===== src/rtl/run_length_detector_if.sv =====
// Control/status bundle for run_length_detector: qualifiers in, count/pulse/tally out.
// No latency of its own; pure wiring between driver and detector.
// No backpressure; all signals are level/pulse sampled on the detector clock.
interface run_length_detector_if #(
  parameter int CNT_W = 4
);
  logic             enable;
  logic             change;
  logic             clear_total;
  logic [CNT_W-1:0] run_count;
  logic             detect;
  logic             busy;
  logic [CNT_W-1:0] detect_total;

  // Driver side: owns the qualifiers, observes the status.
  modport master (
    output enable, change, clear_total,
    input  run_count, detect, busy, detect_total
  );

  // Detector side.
  modport slave (
    input  enable, change, clear_total,
    output run_count, detect, busy, detect_total
  );
endinterface


===== src/rtl/run_length_detector.sv =====
// Flags RUN_LEN consecutive high samples of change with a one-cycle detect pulse.
// detect rises the cycle after the edge sampling the RUN_LEN-th high; all outputs registered.
// No backpressure; post-detect hold-off and one-shot/repeat re-arm gate further detections.
module run_length_detector #(
  parameter int RUN_LEN = 3,
  parameter int CNT_W   = 4,
  parameter int MODE    = 0,
  parameter int HOLDOFF = 2
) (
  input  logic                   clock,
  input  logic                   reset,
  run_length_detector_if.slave   bus
);

  // Reject configurations the counter or re-arm logic cannot represent.
  if (RUN_LEN < 1 || RUN_LEN > (2 ** CNT_W) - 1) begin : g_bad_run_len
    $error("run_length_detector: RUN_LEN %0d outside 1..%0d", RUN_LEN, (2 ** CNT_W) - 1);
  end
  if (MODE != 0 && MODE != 1) begin : g_bad_mode
    $error("run_length_detector: MODE %0d must be 0 or 1", MODE);
  end

  localparam int HOLD_W = (HOLDOFF > 0) ? $clog2(HOLDOFF + 1) : 1;
  localparam logic [CNT_W-1:0] RUN_LEN_C = CNT_W'(RUN_LEN);
  localparam logic [CNT_W-1:0] TOT_MAX   = '1;

  typedef enum logic [2:0] {
    IDLE     = 3'd0,
    COUNT    = 3'd1,
    FIRE     = 3'd2,
    HOLD     = 3'd3,
    WAIT_LOW = 3'd4
  } state_e;

  state_e            state_q, state_d;
  logic [CNT_W-1:0]  run_count_q, run_count_d;
  logic [HOLD_W-1:0] hold_q, hold_d;
  logic              detect_q, detect_d;
  logic              busy_q, busy_d;
  logic [CNT_W-1:0]  total_q, total_d;

  // Next-state, counters and registered-output values for the coming edge.
  always_comb begin
    state_d     = state_q;
    run_count_d = run_count_q;
    hold_d      = hold_q;

    if (!bus.enable) begin
      // A pulse already in FIRE is carried by detect_q for its full cycle.
      state_d     = IDLE;
      run_count_d = '0;
      hold_d      = '0;
    end else begin
      case (state_q)
        IDLE: begin
          if (bus.change) begin
            run_count_d = CNT_W'(1);
            state_d     = (RUN_LEN == 1) ? FIRE : COUNT;
          end
        end
        COUNT: begin
          if (bus.change) begin
            run_count_d = run_count_q + CNT_W'(1);
            if (run_count_q + CNT_W'(1) == RUN_LEN_C) begin
              state_d = FIRE;
            end
          end else begin
            state_d     = IDLE;
            run_count_d = '0;
          end
        end
        FIRE: begin
          if (HOLDOFF > 0) begin
            state_d = HOLD;
            hold_d  = HOLD_W'(HOLDOFF);
          end else if (MODE == 0) begin
            state_d = WAIT_LOW;
          end else begin
            state_d     = IDLE;
            run_count_d = '0;
          end
        end
        HOLD: begin
          hold_d = hold_q - HOLD_W'(1);
          if (hold_q == HOLD_W'(1)) begin
            if (MODE == 0) begin
              state_d = WAIT_LOW;
            end else begin
              state_d     = IDLE;
              run_count_d = '0;
            end
          end
        end
        WAIT_LOW: begin
          if (!bus.change) begin
            state_d     = IDLE;
            run_count_d = '0;
          end
        end
        default: begin
          state_d     = IDLE;
          run_count_d = '0;
          hold_d      = '0;
        end
      endcase
    end

    detect_d = (state_d == FIRE);
    busy_d   = (state_d != IDLE);

    // Clear wins over a same-cycle detection; otherwise saturate on each FIRE entry.
    total_d = total_q;
    if (bus.clear_total) begin
      total_d = '0;
    end else if (state_d == FIRE && total_q != TOT_MAX) begin
      total_d = total_q + CNT_W'(1);
    end
  end

  // State and registered outputs; reset drops everything without waiting for an edge.
  always_ff @(posedge clock or posedge reset) begin
    if (reset) begin
      state_q     <= IDLE;
      run_count_q <= '0;
      hold_q      <= '0;
      detect_q    <= 1'b0;
      busy_q      <= 1'b0;
      total_q     <= '0;
    end else begin
      state_q     <= state_d;
      run_count_q <= run_count_d;
      hold_q      <= hold_d;
      detect_q    <= detect_d;
      busy_q      <= busy_d;
      total_q     <= total_d;
    end
  end

  assign bus.run_count    = run_count_q;
  assign bus.detect       = detect_q;
  assign bus.busy         = busy_q;
  assign bus.detect_total = total_q;

endmodule


===== src/flat_wrapper.sv =====
// flat-port wrapper written by rule: the top's interface ports become plain ports
module run_length_detector_flat 
#(
  parameter int RUN_LEN = 3,
  parameter int CNT_W   = 4,
  parameter int MODE    = 0,
  parameter int HOLDOFF = 2
)
  (clock, reset, bus_enable, bus_change, bus_clear_total, bus_run_count, bus_detect, bus_busy, bus_detect_total);
  run_length_detector_if #(.CNT_W(CNT_W)) bus_i ();
  input  logic clock;
  input  logic reset;
  input wire logic [$bits(bus_i.enable)-1:0] bus_enable;
  input wire logic [$bits(bus_i.change)-1:0] bus_change;
  input wire logic [$bits(bus_i.clear_total)-1:0] bus_clear_total;
  output wire logic [$bits(bus_i.run_count)-1:0] bus_run_count;
  output wire logic [$bits(bus_i.detect)-1:0] bus_detect;
  output wire logic [$bits(bus_i.busy)-1:0] bus_busy;
  output wire logic [$bits(bus_i.detect_total)-1:0] bus_detect_total;
  assign bus_i.enable = bus_enable;
  assign bus_i.change = bus_change;
  assign bus_i.clear_total = bus_clear_total;
  assign bus_run_count = bus_i.run_count;
  assign bus_detect = bus_i.detect;
  assign bus_busy = bus_i.busy;
  assign bus_detect_total = bus_i.detect_total;
  run_length_detector #(.RUN_LEN(RUN_LEN), .CNT_W(CNT_W), .MODE(MODE), .HOLDOFF(HOLDOFF)) u_core (.clock(clock), .reset(reset), .bus(bus_i));
endmodule

===== config.mk =====
export PLATFORM = sky130hd
export DESIGN_NAME = run_length_detector_flat
export DESIGN_NICKNAME = d
export VERILOG_FILES = /design/src/rtl/run_length_detector_if.sv /design/src/rtl/run_length_detector.sv /design/src/flat_wrapper.sv
export SDC_FILE = /design/constraint.sdc
export NUM_CORES = 1
export LEC_CHECK = 0
export ABC_AREA = 1
export CAP_MARGIN = 20
export CORE_ASPECT_RATIO = 0.8
export CORE_MARGIN = 1
export CORE_UTILIZATION = 49
export DETAILED_ROUTE_END_ITERATION = 12
export GPL_TIMING_DRIVEN = 1
export PLACE_DENSITY = 0.74
export SKIP_LAST_GASP = 1
export SYNTH_ARGS = -nofsm -noshare
export SYNTH_HDL_FRONTEND = slang
export SYNTH_SLANG_ARGS = --single-unit
export TNS_END_PERCENT = 50

===== constraint.sdc =====
create_clock -name clock -period 2 [get_ports clock]
set_input_delay 0.5 -clock clock [delete_from_list [all_inputs] [get_ports clock]]
set_output_delay 0.5 -clock clock [all_outputs]
set_load 0.02 [all_outputs]

==> flow_summary.json <==
{
  "fmax_mhz": 534,
  "cts_root_buf": "clkbuf_4",
  "p_clk_share_pct": 26.8,
  "crit_required_ns": 1.50,
  "core_region_area_sq_um": 1680,
  "maxSlewHeadroom_pct": 63.3,
  "hold_viol": 0,
  "holdWs_ns": 0.503,
  "dp_hpwl_microns": 1300,
  "crit_path_end_kind": "output port",
  "post-cts-setup-buffers": 0,
  "crit_fanout": 6,
  "grt_max_degree": 16,
  "antenna_cells": 0,
  "layout-drive-gt1-share_pct": 18.3,
  "fin_skew_ns": 0.00473,
  "via_count": 750,
  "grt_util_met1_pct": 25.5,
  "routed_wl_microns": 1590,
  "hold_start": "u_core.hold_q[0]",
  "synth_xor_area_share_pct": 1.93,
  "top_usage_layer": "met2",
  "power.density_nw_per_um2": 552,
  "die-area_sq_um": 2030,
  "cp_data_arrival_time_ns": 1.37,
  "leakage_nw": 0.541,
  "yosysTopAreaCell": "dfrtp_1",
  "drtIter0Drc": 17,
  "cts_tree": "built",
  "syn_inst": 112,
  "status": "completed",
  "portBuffers": 14,
  "start_util_pct": 54.1,
  "use_met2_pct": 27.3,
  "post-route-period-util_pct": 93.6,
  "grt_overflow": 0,
  "gp_congestion": 0.863,
  "firstDrtPassIters": 4,
  "ant_nets": 0,
  "slowest_delay_ns": 0.64,
  "vias_per_cell": 4.90,
  "yosysUniqueCellTypes": 23,
  "antenna_found_initial": 0,
  "synth_fa_ha_area_share_pct": 5.52,
  "die_x_microns": 50.1,
  "fin_setup_tns_ns": 0,
  "cts_sinks": 15,
  "clkSlewWorstSetupHoldPaths_ns": 0.09,
  "slowest_stage": "clkdlybuf4s50_1",
  "finalCriticalPeriod_ns": 1.87,
  "use_met3_pct": 2.27,
  "grt_usage_pct": 18.0,
  "r2r_start": "u_core.bus.run_count[1]",
  "cts.path.max_buffers": 2,
  "p_sw_w": 0.000172,
  "finalPower_w": 0.000612,
  "maxCapViolCount": 0,
  "layout.nets": 141,
  "grt_pass1_wl_microns": 2590,
  "ys_warn_count": 0,
  "htree_levels": 1,
  "grt_pass1_vias": 628,
  "critical_path_class": "register to output port",
  "hold_path.class": "register to register",
  "cts.repair.resized": 0,
  "setup_viol": 0,
  "startpoint": "u_core.bus.run_count[1]",
  "synth_fp_nets": 121,
  "avgSynthCellArea_sq_um": 8.09,
  "cp_cell_sequence": "clkdlybuf4s50_1",
  "irDropWorstVdd_uv": 445,
  "numCtsBuffers": 3,
  "drv_slew": 0,
  "synth.area.top_cells": "dfrtp_1, nand2_1, inv_1, ha_1, nand2_2",
  "crit_buf_inv": 1,
  "ctsHoldBuffers": 0,
  "wire_per_inst_microns": 10.4,
  "rsz0062_at_grt": "no",
  "fp-row-count": 13,
  "netlist_area_sq_um": 906,
  "synth_top_family_by_area": "simple AND/OR/NAND/NOR gates",
  "synth-seq-cells": 15,
  "synth_simple_gate_area_share_pct": 34.0,
  "die_y_microns": 40.5,
  "pwr-share-comb_pct": 19.0,
  "yosysTopAreaCellShare_pct": 41.4,
  "pin_count": 15,
  "swShare_pct": 28.2,
  "tightest_slew_ns": 0.550,
  "synth_compound_area_share_pct": 9.25,
  "p_seq_share_pct": 54.2,
  "seq_area_frac_synth_pct": 41.4,
  "synth_mux_area_share_pct": 0,
  "intPower_w": 0.000440,
  "startpoint_type": "register",
  "crit_family": "buffers and inverters",
  "syn2layout_area_growth_pct": 22.4,
  "clk_latency_ns": 0.27,
  "drc_errors": 0
}
## layer usage
layer	up-vias	wire [microns]
met3	2	78
met2	16	667
li1	389	-
met1	343	838
met4	0	5
met5	-	0
## registers in the layout, summed over array words and instances, names as in the netlist
| register | flops |
|---|---|
| u_core.state_q | 3 |
| u_core.hold_q | 2 |
| u_core.bus.run_count | 4 |
| u_core.bus.detect | 1 |
| u_core.bus.detect_total | 4 |
| u_core.bus.busy | 1 |
## cells in the final DEF, fill, tap and decap left out, types with 2 or more instances in the layout
master,count
a21oi_1,2
clkbuf_4,3
clkdlybuf4s50_1,14
dfrtp_1,15
ha_1,4
inv_1,15
inv_2,4
nand2_1,24
nand2_2,7
nand2_4,2
nand3_1,8
nor2_1,9
nor2_4,2
o21ai_0,7
o21ai_1,2
xor2_1,2
## power by group through the flow
stage	registers (W)	clock network (W)	logic, W
finish	0.000332	0.000164	0.000116
global route	0.000334	0.000189	0.000130
CTS	0.000332	0.000174	0.000118
detailed placement	0.000338	0	0.000117
global placement	0.000337	0	0.000116
floorplan	0.000349	0	0.0000554
## logic make-up (layout without fill, tap and decap cells)
logic type	Yosys count	count (layout)
DFF	15	15
AOI/OAI and AO/OA	14	14
and+or+nand+nor	58	58
xor gates and xnor gates	2	2
buffers and inverters	19	38
adders and majority gates	4	4
## through the flow
step / std cells / instance area, sq um / utilization, % / setup WS (ns)
finish: 153 / 1110 / 66.2 / 0.129
global route: 153 / 1110 / 66.2 / 0.0774
CTS: 153 / 1110 / 66.2 / 0.117
detailed placement: 149 / 1080 / 64.5 / 0.131
global placement: 149 / 1080 / 64.5 / 0.146
floorplan: 112 / 906 / - / 0.369
## path summary, 6_finish.rpt
kind	to	slack (ns)	depth (start not counted)
worst min register to register	u_core.hold_q[0]	0.50	1
worst max-delay path	bus_run_count[1]	0.13	1
min in group asynchronous	u_core.bus.detect	0.56	2
worst max register to register	u_core.bus.busy	0.35	12
max in group asynchronous	u_core.hold_q[0]	1.07	2
worst min-delay path	u_core.hold_q[0]	0.50	1
## cell type report
cell class | instances | area [sq um]
Clock buffer | 3 | 22.5
Clock inverter | 1 | 5.00
Fill cell | 154 | 567
Inverter | 19 | 71.3
Multi-Input combinational cell | 78 | 459
Sequential cell | 15 | 375
Tap cell | 22 | 27.5
Timing Repair Buffer | 15 | 148
## cells in the mapped netlist (all sizes together)
cell type	instances
nand4	2
a21oi	3
o22ai	1
inv	19
nand3	9
nor3	1
nor2	12
o21ai	9
a31oi	1
or2	1
nand2	33
dfrtp	15
ha	4
xor2	2
Note: power is estimated with default switching activity, not from simulation.
